==> config.mk <==
export PLATFORM = sky130hd
export DESIGN_NAME = gpu_fill_arbiter
export DESIGN_NICKNAME = d
export VERILOG_FILES = /design/src/rtl/gpu_fill_pkg.sv /design/src/rtl/gpu_fill_rr2.sv /design/src/rtl/gpu_fill_arbiter.sv
export SDC_FILE = /design/constraint.sdc
export NUM_CORES = 1
export LEC_CHECK = 0
export ABC_AREA = 0
export CAP_MARGIN = 20
export CORE_AREA = 2 2 111 113
export CTS_CLUSTER_DIAMETER = 60
export CTS_CLUSTER_SIZE = 12
export DETAILED_ROUTE_END_ITERATION = 7
export DIE_AREA = 0 0 113 115
export PLACE_DENSITY = 0.77
export SLEW_MARGIN = 20
export SYNTH_ARGS = -nofsm -noshare
export SYNTH_HDL_FRONTEND = slang
export SYNTH_SLANG_ARGS = --single-unit
==> constraint.sdc <==
create_clock -name clk -period 2.57 [get_ports clk]
set_clock_uncertainty 0.1 [all_clocks]
set_input_delay 0.257 -clock clk [delete_from_list [all_inputs] [get_ports clk]]
set_output_delay 0.257 -clock clk [all_outputs]
set_load 0.02 [all_outputs]
==> src/rtl/gpu_fill_pkg.sv <==
// Shared types and constants for the Tex$/CLUT$ refill sequencer.
package gpu_fill_pkg;

   localparam int unsigned TEX_BEATS  = 1;
   localparam int unsigned CLUT_BEATS = 4;
   localparam int unsigned ADR_W      = 17;

   typedef enum logic [2:0] {IDLE, ISSUE, RECV, DONE, COOL} state_t;
   typedef enum logic {SRC_TEX, SRC_CLUT} src_t;

endpackage

==> src/rtl/gpu_fill_rr2.sv <==
// Two-requester round-robin arbiter: holds the pending flags and the last grant.
module gpu_fill_rr2
   import gpu_fill_pkg::*;
(
   input  logic clk,
   input  logic rst,
   input  logic texSet,
   input  logic clutSet,
   input  logic arbEn,
   output logic texPend,
   output logic clutPend,
   output logic grant,
   output src_t grantSrc
);

   src_t lastGrant;

   assign grant = arbEn && (texPend || clutPend);

   always_comb begin
      grantSrc = SRC_CLUT;
      if (texPend && clutPend)
         grantSrc = (lastGrant == SRC_TEX) ? SRC_CLUT : SRC_TEX;
      else if (texPend)
         grantSrc = SRC_TEX;
   end

   // A source is never set and granted in the same cycle: set needs pend=0, grant needs pend=1.
   always_ff @(posedge clk) begin
      if (rst) begin
         texPend   <= 1'b0;
         clutPend  <= 1'b0;
         lastGrant <= SRC_CLUT;
      end else begin
         if (texSet)
            texPend <= 1'b1;
         if (clutSet)
            clutPend <= 1'b1;
         if (grant) begin
            lastGrant <= grantSrc;
            if (grantSrc == SRC_TEX)
               texPend <= 1'b0;
            else
               clutPend <= 1'b0;
         end
      end
   end

endmodule

==> src/rtl/gpu_fill_arbiter.sv <==
// Refill sequencer sharing one VRAM read port between the texture and palette caches.
module gpu_fill_arbiter
   import gpu_fill_pkg::*;
(
   input  logic                 clk,
   input  logic                 i_rst,
   input  logic                 i_tex_req,
   input  logic [ADR_W-1:0]     i_tex_adr,
   input  logic                 i_clut_req,
   input  logic [5:0]           i_clut_blk,
   input  logic [8:0]           i_clut_y,
   output logic                 o_mem_req,
   output logic [ADR_W-1:0]     o_mem_adr,
   output logic [2:0]           o_mem_len,
   input  logic                 i_mem_ack,
   input  logic                 i_mem_dvalid,
   input  logic [63:0]          i_mem_data,
   output logic                 o_tex_wr,
   output logic [ADR_W-1:0]     o_tex_wr_adr,
   output logic [63:0]          o_tex_wr_data,
   output logic                 o_tex_done,
   output logic                 o_clut_wr,
   output logic [1:0]           o_clut_wr_beat,
   output logic [5:0]           o_clut_wr_blk,
   output logic [63:0]          o_clut_wr_data,
   output logic                 o_clut_done,
   output logic                 o_pause,
   output logic                 o_busy
);

   state_t           state;
   src_t             src;
   logic [1:0]       beatCnt;
   logic [1:0]       lastIdx;
   logic [ADR_W-1:0] texAdr;
   logic [5:0]       clutBlk;
   logic [8:0]       clutY;
   logic             texPend, clutPend, grant, texSet, clutSet, beatWr;
   src_t             grantSrc;

   // The served source is blocked from ISSUE through COOL so a held level is not re-captured.
   assign texSet  = i_tex_req  && !texPend  && !((state != IDLE) && (src == SRC_TEX));
   assign clutSet = i_clut_req && !clutPend && !((state != IDLE) && (src == SRC_CLUT));

   gpu_fill_rr2 uArb (
      .clk      (clk),
      .rst      (i_rst),
      .texSet   (texSet),
      .clutSet  (clutSet),
      .arbEn    (state == IDLE),
      .texPend  (texPend),
      .clutPend (clutPend),
      .grant    (grant),
      .grantSrc (grantSrc)
   );

   always_ff @(posedge clk) begin
      if (i_rst) begin
         texAdr  <= '0;
         clutBlk <= '0;
         clutY   <= '0;
      end else begin
         if (texSet)
            texAdr <= i_tex_adr;
         if (clutSet) begin
            clutBlk <= i_clut_blk;
            clutY   <= i_clut_y;
         end
      end
   end

   assign lastIdx = (src == SRC_TEX) ? 2'(TEX_BEATS - 1) : 2'(CLUT_BEATS - 1);
   assign beatWr  = (state == RECV) && i_mem_dvalid;

   always_ff @(posedge clk) begin
      if (i_rst) begin
         state       <= IDLE;
         src         <= SRC_TEX;
         beatCnt     <= '0;
         o_mem_req   <= 1'b0;
         o_mem_adr   <= '0;
         o_mem_len   <= '0;
         o_tex_done  <= 1'b0;
         o_clut_done <= 1'b0;
      end else begin
         o_tex_done  <= 1'b0;
         o_clut_done <= 1'b0;
         case (state)
            IDLE: if (grant) begin
               state     <= ISSUE;
               src       <= grantSrc;
               o_mem_req <= 1'b1;
               if (grantSrc == SRC_TEX) begin
                  o_mem_adr <= texAdr;
                  o_mem_len <= 3'(TEX_BEATS);
               end else begin
                  o_mem_adr <= {clutY, clutBlk, 2'b00};
                  o_mem_len <= 3'(CLUT_BEATS);
               end
            end
            ISSUE: if (i_mem_ack) begin
               state     <= RECV;
               o_mem_req <= 1'b0;
               beatCnt   <= '0;
            end
            RECV: if (i_mem_dvalid) begin
               beatCnt <= beatCnt + 2'd1;
               if (beatCnt == lastIdx) begin
                  state       <= DONE;
                  o_tex_done  <= (src == SRC_TEX);
                  o_clut_done <= (src == SRC_CLUT);
               end
            end
            DONE:    state <= COOL;
            COOL:    state <= IDLE;
            default: state <= IDLE;
         endcase
      end
   end

   assign o_tex_wr       = beatWr && (src == SRC_TEX);
   assign o_tex_wr_adr   = o_tex_wr ? texAdr : '0;
   assign o_tex_wr_data  = o_tex_wr ? i_mem_data : '0;
   assign o_clut_wr      = beatWr && (src == SRC_CLUT);
   assign o_clut_wr_beat = o_clut_wr ? beatCnt : '0;
   assign o_clut_wr_blk  = o_clut_wr ? clutBlk : '0;
   assign o_clut_wr_data = o_clut_wr ? i_mem_data : '0;

   assign o_busy  = (state != IDLE);
   assign o_pause = texPend || clutPend || (state != IDLE) || i_tex_req || i_clut_req;

   noBeatInIssue: assert property (@(posedge clk) disable iff (i_rst)
      !((state == ISSUE) && i_mem_dvalid));

endmodule
Word-level counts from Yosys, hierarchy flattened --
Index checks and enable logic that the tools add are counted.
Operators by class: reduce and logical (&&, ||, !) cells 28, equality and inequality tests 8, bitwise logic cells 4, muxes and demuxes 28, $add $sub $neg 1
Operators by type and width (count):
- $mux W64 | 2
- $mux W17 | 2
- $mux W3 | 5
- $pmux W3 S4 | 1
- $logic_and A1 B1 Y1 | 11
- $mux W1 | 11
- $mux W2 | 4
- $eq A3 B2 Y1 const B | 2
- $mux W6 | 1
- $ne A2 B2 Y1 const B | 3
- $reduce_and A3 Y1 | 2
- $logic_not A1 Y1 | 4
- $logic_or A1 B1 Y1 | 4
- $not A1 Y1 | 4
- $pmux W2 S2 | 1
- $reduce_and A4 Y1 | 1
- $reduce_bool A2 Y1 | 2
- $reduce_or A4 Y1 | 1
- $eq A3 B1 Y1 const B | 1
- $logic_not A3 Y1 | 1
- $reduce_bool A3 Y1 | 1
- $add A2 B1 Y2 const B | 1
- $eq A2 B2 Y1 | 1
- $ne A2 B1 Y1 const B | 1
- 2 further kinds | 2
Word-level totals: flip-flop bits (word level) 64, output and inout bits 180

Longest topological paths before layout --
Gate-level depths: netlist of run 1.
depth after elaboration 7, mapped depth 6

By module --
A second synthesis of run 1 with hierarchy kept.
Second synthesis, totals: cell total of the unflattened synthesis 396, area total of the unflattened synthesis 3422.0 sq um
By module, submodules not included:
- gpu_fill_arbiter | cells an instance 382, area each 3296.9 sq um, times used 1
- gpu_fill_rr2 | cells an instance 14, area each 125.1 sq um, times used 1

Worst setup path after synthesis of run 1 --
No wires, ideal clock.
path kind register to output, from register state[0], to output port o_pause, arrival time 1429 ps, slack 784 ps, required time 2213 ps, stages on the path, launching flop included 5, path buffers 1, path through dfxtp_1 -> nor3_4 -> inv_2 -> buf_6 -> or4_1
On the way: longest elaborated chain between the ends 4
RTL lines:
- start, declared | RTL line gpu_fill_arbiter.sv:31 | state_t state;
- start signal, assigned | RTL line gpu_fill_arbiter.sv:77 | state <= IDLE;
- start signal, assigned | RTL line gpu_fill_arbiter.sv:90 | state <= ISSUE;
- start signal, assigned | RTL line gpu_fill_arbiter.sv:102 | state <= RECV;
- $reduce_bool A3 Y1 | RTL line gpu_fill_arbiter.sv:130 | assign o_pause = texPend || clutPend || (state != IDLE) || i_tex_req || i_clut_req;
- $logic_or A1 B1 Y1 (3 in series) | RTL line gpu_fill_arbiter.sv:130
- end, declared | RTL line gpu_fill_arbiter.sv:27 | output logic o_pause,
Every way passes these cells.

Final worst setup path of run 1 --
from input port i_mem_dvalid, to output port o_clut_wr_data[32]
On the way: longest elaborated chain between the ends 3
RTL lines:
- start, declared | RTL line gpu_fill_arbiter.sv:16 | input logic i_mem_dvalid,
- $logic_and A1 B1 Y1 | RTL line gpu_fill_arbiter.sv:73 | assign beatWr = (state == RECV) && i_mem_dvalid;
- $logic_and A1 B1 Y1 | RTL line gpu_fill_arbiter.sv:124 | assign o_clut_wr = beatWr && (src == SRC_CLUT);
- $mux W64 | RTL line gpu_fill_arbiter.sv:127 | assign o_clut_wr_data = o_clut_wr ? i_mem_data : '0;
- end, declared | RTL line gpu_fill_arbiter.sv:25 | output logic [63:0] o_clut_wr_data,
Every way passes these cells.

==> flow_metrics.env, run 1 <==
export IMPL_cts_root_buf="clkbuf_16"
export IMPL_fillCellCount=1088
export IMPL_final_cell_area_um2=6974
export IMPL_worstPathRequired_ns=2.21
export IMPL_num_io_pins=282
export IMPL_synth_top_family_by_area="simple AND/OR/NAND/NOR gates"
export IMPL_synth_nets=566
export IMPL_synth_cell_type_count=46
export IMPL_drt_wl_total_mm=16.71
export IMPL_synth_xor_area_frac=0
export IMPL_r2r_slack_ns=0.48
export IMPL_rsz0062_at_grt="no"
export IMPL_maxCapViolCount=0
export IMPL_cts_tree="yes"
export IMPL_place_port_buffers=280
export IMPL_ys_flop_type="dfxtp_1"
export IMPL_row_count=40
export IMPL_dp_slack_ns=0.003407
export IMPL_clk_pin_slew_ns=0.06
export IMPL_yosys_area_share_adder=0
export IMPL_final_nets=823
export IMPL_p_leak_nw=3.517
export IMPL_die_h_um=115
export IMPL_area_growth_syn_to_layout_pct=84.26
export IMPL_clock_sinks=62
export IMPL_antenna_found_initial=1
export IMPL_first_iter_violations=308
export IMPL_p_per_area_nw_per_um2=483.5
export IMPL_drcViolationCount=20
export IMPL_cts_buffer_depth=2
export IMPL_ant_nets=0
export IMPL_h_tree_depth=3
export IMPL_setup_tns_ns=0
export IMPL_hold_path_class="flip-flop to flip-flop"
export IMPL_place_congestion=0.8743
export IMPL_synth_cells=464
export IMPL_drv_slew=0
export IMPL_fp_dieW_um=113
export IMPL_vias=4451
export IMPL_synth_compound_area_frac=0.09091
export IMPL_yosysSeqAreaShare=0.3279
export IMPL_ir_drop_uv=328.7
export IMPL_viasPerCell=5.093
export IMPL_yosys_warnings=0
export IMPL_fin_crit_ns=2.517
export IMPL_synth_area_mux_share=0.08463
export IMPL_dieArea_um2=13000
export IMPL_clock_fmax_mhz=397.3
export IMPL_criticalPathCategory="input pin to primary output"
export IMPL_status="finished with violations"
export IMPL_routedWlPerCell_um=19.12
export IMPL_setup_slack_ns=0.05327
export IMPL_grt_pass1_vias=4205
export IMPL_synth_simple_area_share=0.4218
export IMPL_failed_checks="design-rule violations"
export IMPL_worstPathArrival_ns=2.16
export IMPL_start_util=0.3204
export IMPL_numCtsBuffers=9
export IMPL_core_um2=11810
export IMPL_finalSetupViolCount=0
export IMPL_place_area_um2=6678
export IMPL_worst_path_max_fanout=58
export IMPL_seq_area_um2=1247
export IMPL_drive_gt1_frac=0.07300
export IMPL_grt_first_pass_wirelength_mm=23.85
export IMPL_start_kind="input pin"
export IMPL_clock_latency_ns=0.32
export IMPL_first_pass_iters=7
export IMPL_grt_overflow_total=0
export IMPL_syn_avg_cell_area_um2=8.157
export IMPL_p_total_mw=3.372
export IMPL_postCtsHoldBufs=0
export IMPL_synth_edf_count=0
export IMPL_fin_crit_sh=0.9793
export IMPL_relSlewSlack=0.2741
export IMPL_tightest_slew_ns=1.089
export IMPL_synth_seq_cells=62
export IMPL_grt_total_usage=0.2355
export IMPL_multi_input_comb_area_um2=2270
export IMPL_async_flop_share=0
export IMPL_hold_viol=0
export IMPL_place_hpwl_mm=12.65
export IMPL_whs_ns=0.3698
export IMPL_worstSetupEndpointType="primary output"
export IMPL_grt_max_degree=74
export IMPL_netlist_area_um2=3785
path summary, 6_finish.rpt:
check                             startpoint                  to  cells past startpoint
worst max register to register      state[2]            clutY[1]                      4
worst min register to register    texAdr[11]          texAdr[11]                      2
worst max-delay path            i_mem_dvalid  o_clut_wr_data[32]                      5
worst min-delay path              texAdr[11]          texAdr[11]                      2
registers in the layout, summed over array words and instances (netlist names), 2 cells and up:
| register | cells |
|---|---|
| beatCnt | 2 |
| clutBlk | 6 |
| clutY | 9 |
| o_mem_adr | 17 |
| o_mem_len | 2 |
| state | 3 |
| texAdr | 17 |
per-layer routing:
metal	global-route usage	vias to the layer above	routed length, µm	share of wire
li1	-	2107	-	-
met1	0.2735	2131	6806	0.41
met2	0.4244	188	8279	0.50
met3	0.06537	25	1236	0.074
met4	0.06911	0	388	0.023
met5	0	-	0	0
final cells by class:
type                       instances  area share
clock buffer                      11     0.03480
inverter                           5    0.002691
timing repair buffer             296      0.4264
antenna                            1   0.0003588
clock inverter                     5    0.005023
tap                              147     0.02637
multi-input combinational        347      0.3254
sequential                        62      0.1789
synthesized netlist by cell type (2+ instances only):
master | count | share of area
and2_1 | 82 | 0.14
and3_1 | 73 | 0.12
dfxtp_1 | 62 | 0.33
nand2_1 | 51 | 0.051
mux2i_1 | 32 | 0.085
clkbuf_1 | 31 | 0.031
nor3_1 | 21 | 0.028
nand2b_1 | 19 | 0.031
a221o_1 | 9 | 0.024
a211o_1 | 7 | 0.016
a21oi_1 | 7 | 0.0093
buf_2 | 7 | 0.0093
buf_4 | 6 | 0.012
o211a_1 | 5 | 0.013
o21ai_0 | 5 | 0.0066
buf_6 | 4 | 0.012
nor2_1 | 4 | 0.0040
a211oi_1 | 3 | 0.0059
inv_1 | 3 | 0.0030
a31oi_1 | 2 | 0.0033
nand3_1 | 2 | 0.0026
nand3b_1 | 2 | 0.0040
nand4_1 | 2 | 0.0033
nor4_1 | 2 | 0.0033
or3_1 | 2 | 0.0033
power by group:
| group | switching (mW) | leakage (nW) | internal, mW | total (mW) |
|---|---|---|---|---|
| registers | 0.108 | 0.508 | 1.07 | 1.18 |
| logic | 0.575 | 2.87 | 0.501 | 1.08 |
| clock network | 0.436 | 0.135 | 0.678 | 1.11 |
| total | 1.12 | 3.52 | 2.25 | 3.37 |
per-stage QoR:
| stage | std cells | utilization |
|---|---|---|
| finish | 874 | 0.5905 |
| floorplan | 464 | - |
| global placement | 855 | 0.5654 |
| detailed placement | 855 | 0.5654 |
| global route | 874 | 0.5905 |
| CTS | 871 | 0.5839 |
logic make-up after synthesis:
family          Yosys count
compound gates           43
other cells               1
simple gates            271
flops                    62
mux                      32
buf+inv                  55
what timing repair did:
action / in CTS / in global routing
buffers inserted: 0 / 1
gates resized for setup: 51 / 17
endpoints found under the setup margin: 146 / 59
cloned: 0 / 1
endpoints found under the hold margin: 0 / 0
worst max-delay path, cell delays in order:
cell,delay [ns]
clkdlybuf4s50_1,0.56
and4bb_2,0.30
buf_12,0.22
and3_1,0.18
clkdlybuf4s50_1,0.62
cells in the final DEF, fill, tap and decap left out, types with 6 or more instances in the layout:
cell type | netlist | final
and3_1 | 73 | 73
mux2i_1 | 32 | 32
buf_12 | 0 | 6
clkdlybuf4s50_1 | 0 | 207
and2_1 | 82 | 82
dlymetal6s2s_1 | 0 | 16
clkbuf_16 | 0 | 10
nor3_1 | 21 | 21
dlygate4sd2_1 | 0 | 49
nand2_1 | 51 | 51
a21oi_1 | 7 | 7
dfxtp_1 | 62 | 59
nand2b_1 | 19 | 19
a211o_1 | 7 | 7
a221o_1 | 9 | 9
buf_4 | 6 | 17
No activity file was read; power rests on OpenSTA's default activity.
==> inputs of run 2 (changes only) <==
Settings changed: GPL_TIMING_DRIVEN from default to 0, RECOVER_POWER from default to 50.
==> run 2 against run 1 <==
The flow still finishes with violations (design-rule violations). Clock power decreased by 4%. Via count rose by 2.3%. Maximum frequency grew 0.39%. Wire length grew 3.6%. Total power is 1.1% lower. Global-route usage increased by 1.8 points. Combinational power about the same. Worst setup slack improved by 0.0098 ns. Largest cell class unchanged. Highest routed layer unchanged.
==> flow_metrics.env, run 2 (synthesis results as in run 1) <==
export IMPL_fin_crit_sh=0.9755
export IMPL_ant_nets=0
export IMPL_place_hpwl_mm=13.59
export IMPL_status="finished with violations"
export IMPL_h_tree_depth=3
export IMPL_diodes=0
export IMPL_viasPerCell=5.008
export IMPL_area_growth_syn_to_layout_pct=79.37
export IMPL_final_nets=859
export IMPL_p_leak_nw=3.693
export IMPL_clk_pin_slew_ns=0.05
export IMPL_antenna_found_initial=1
export IMPL_p_total_mw=3.333
export IMPL_worst_path_max_fanout=10
export IMPL_final_common_cell="dlygate4sd2_1"
export IMPL_reg_largest_list="o_mem_adr: 17 flops, texAdr: 17 flops, clutY: 9 flops"
export IMPL_drcViolationCount=21
export IMPL_fp_dieW_um=113
export IMPL_cts_root_buf="clkbuf_16"
export IMPL_die_h_um=115
export IMPL_grt_overflow_total=0
export IMPL_fillCellCount=1136
export IMPL_clock_sinks=62
export IMPL_core_um2=11810
export IMPL_drv_slew=0
export IMPL_start_util=0.3204
export IMPL_drive_gt1_frac=0.07218
export IMPL_fin_crit_ns=2.507
export IMPL_cts_buffer_depth=2
export IMPL_min_path_cells=1
export IMPL_postCtsHoldBufs=0
export IMPL_grt_max_degree=11
export IMPL_num_io_pins=282
export IMPL_first_iter_violations=351
export IMPL_cts_tree="yes"
export IMPL_relSlewSlack=0.4380
export IMPL_most_common_layout_cells="dlygate4sd2_1, clkdlybuf4s50_1, and2_1"
export IMPL_grt_pass1_vias=4442
export IMPL_hold_viol=0
export IMPL_place_port_buffers=280
export IMPL_hold_path_class="flip-flop to flip-flop"
export IMPL_vias=4552
export IMPL_start_kind="flip-flop"
export IMPL_place_congestion=0.8714
export IMPL_rsz0062_at_grt="no"
export IMPL_grt_first_pass_wirelength_mm=25.47
export IMPL_place_area_um2=6771
export IMPL_worstPathRequired_ns=2.21
export IMPL_dieArea_um2=13000
export IMPL_clock_fmax_mhz=398.9
export IMPL_ff2ff_path_depth=6
export IMPL_clock_latency_ns=0.32
export IMPL_ir_drop_uv=376.5
export IMPL_first_pass_iters=7
export IMPL_tightest_slew_ns=0.8430
export IMPL_final_cell_area_um2=6789
export IMPL_criticalPathCategory="flip-flop to primary output"
export IMPL_maxCapViolCount=0
export IMPL_grt_total_usage=0.2535
export IMPL_worstSetupEndpointType="primary output"
export IMPL_worstPathArrival_ns=2.15
export IMPL_routedWlPerCell_um=19.05
export IMPL_drt_wl_total_mm=17.31
export IMPL_failed_checks="design-rule violations"
export IMPL_p_per_area_nw_per_um2=491.0
export IMPL_numCtsBuffers=9
export IMPL_finalSetupViolCount=0
export IMPL_row_count=40
==> run 2: cell types whose count changed in the layout (fill, tap and decap cells not counted), sizes merged <==
cell / before / now
buf: 23 / 10
clkbuf: 12 / 71
clkdlybuf4s15: 0 / 9
clkdlybuf4s50: 207 / 104
clkinv: 5 / 4
diode: 1 / 0
dlygate4sd2: 49 / 127
dlygate4sd3: 0 / 23
dlymetal6s2s: 16 / 0
==> run 2: metal layers <==
| metal | GRT usage | routed length, µm | vias to the layer above |
|---|---|---|---|
| li1 | - | - | 2188 |
| met1 | 0.3125 | 7176 | 2149 |
| met2 | 0.4595 | 8736 | 197 |
| met3 | 0.05324 | 1192 | 18 |
| met4 | 0.04959 | 206 | 0 |
| met5 | 0 | 0 | - |
==> run 2: what timing repair did <==
action	CTS	global route
buffers inserted	3	0
endpoints found under the setup margin	156	31
gates resized for setup	160	30
endpoints found under the hold margin	0	0
pin swaps	2	0
==> run 2: stage by stage <==
stage	TNS (ns)	std cells	utilization	setup WS, ns	hold slack [ns]
2_1_floorplan	0	464	-	0.7839	0.2991
3_3_place_gp	-34.59	891	0.5733	-0.4449	0.3486
3_5_place_dp	-41.80	891	0.5733	-0.5343	0.3533
4_1_cts	0	909	0.5864	0.01533	0.3704
5_1_grt	0	909	0.5748	0.01626	0.3886
6_report	0	909	0.5748	0.06306	0.3659
==> run 2: path summary, 6_finish.rpt <==
kind                     start           end  slack, ns
setup reg to reg      state[2]     texAdr[9]       0.23
setup / recovery      state[2]       o_pause       0.06
hold / removal    o_mem_adr[3]  o_mem_adr[3]       0.37
hold reg to reg   o_mem_adr[3]  o_mem_adr[3]       0.37
==> run 2: power by group <==
group          internal [mW]  switching [mW]
logic                  0.487           0.621
clock network          0.672           0.400
registers               1.07          0.0798
total                   2.23            1.10
==> run 2: layout make-up <==
type | count | area, µm² | share of cell area
repair buffers | 283 | 2571 | 0.3787
multi-input cells | 347 | 2258 | 0.3327
flip-flops and latches | 62 | 1241 | 0.1828
clock buffers | 12 | 246.5 | 0.03631
plain buffers | 49 | 246.5 | 0.03631
well taps | 147 | 183.9 | 0.02709
clock inverters | 4 | 22.52 | 0.003317
inverters | 5 | 18.77 | 0.002764
==> run 2: critical path: stages, from the launching register on <==
cell and delay [ns]:
dfxtp_1 0.34, nor3_2 0.29, inv_1 0.19, buf_6 0.18, or4_1 0.49, dlygate4sd2_1 0.34
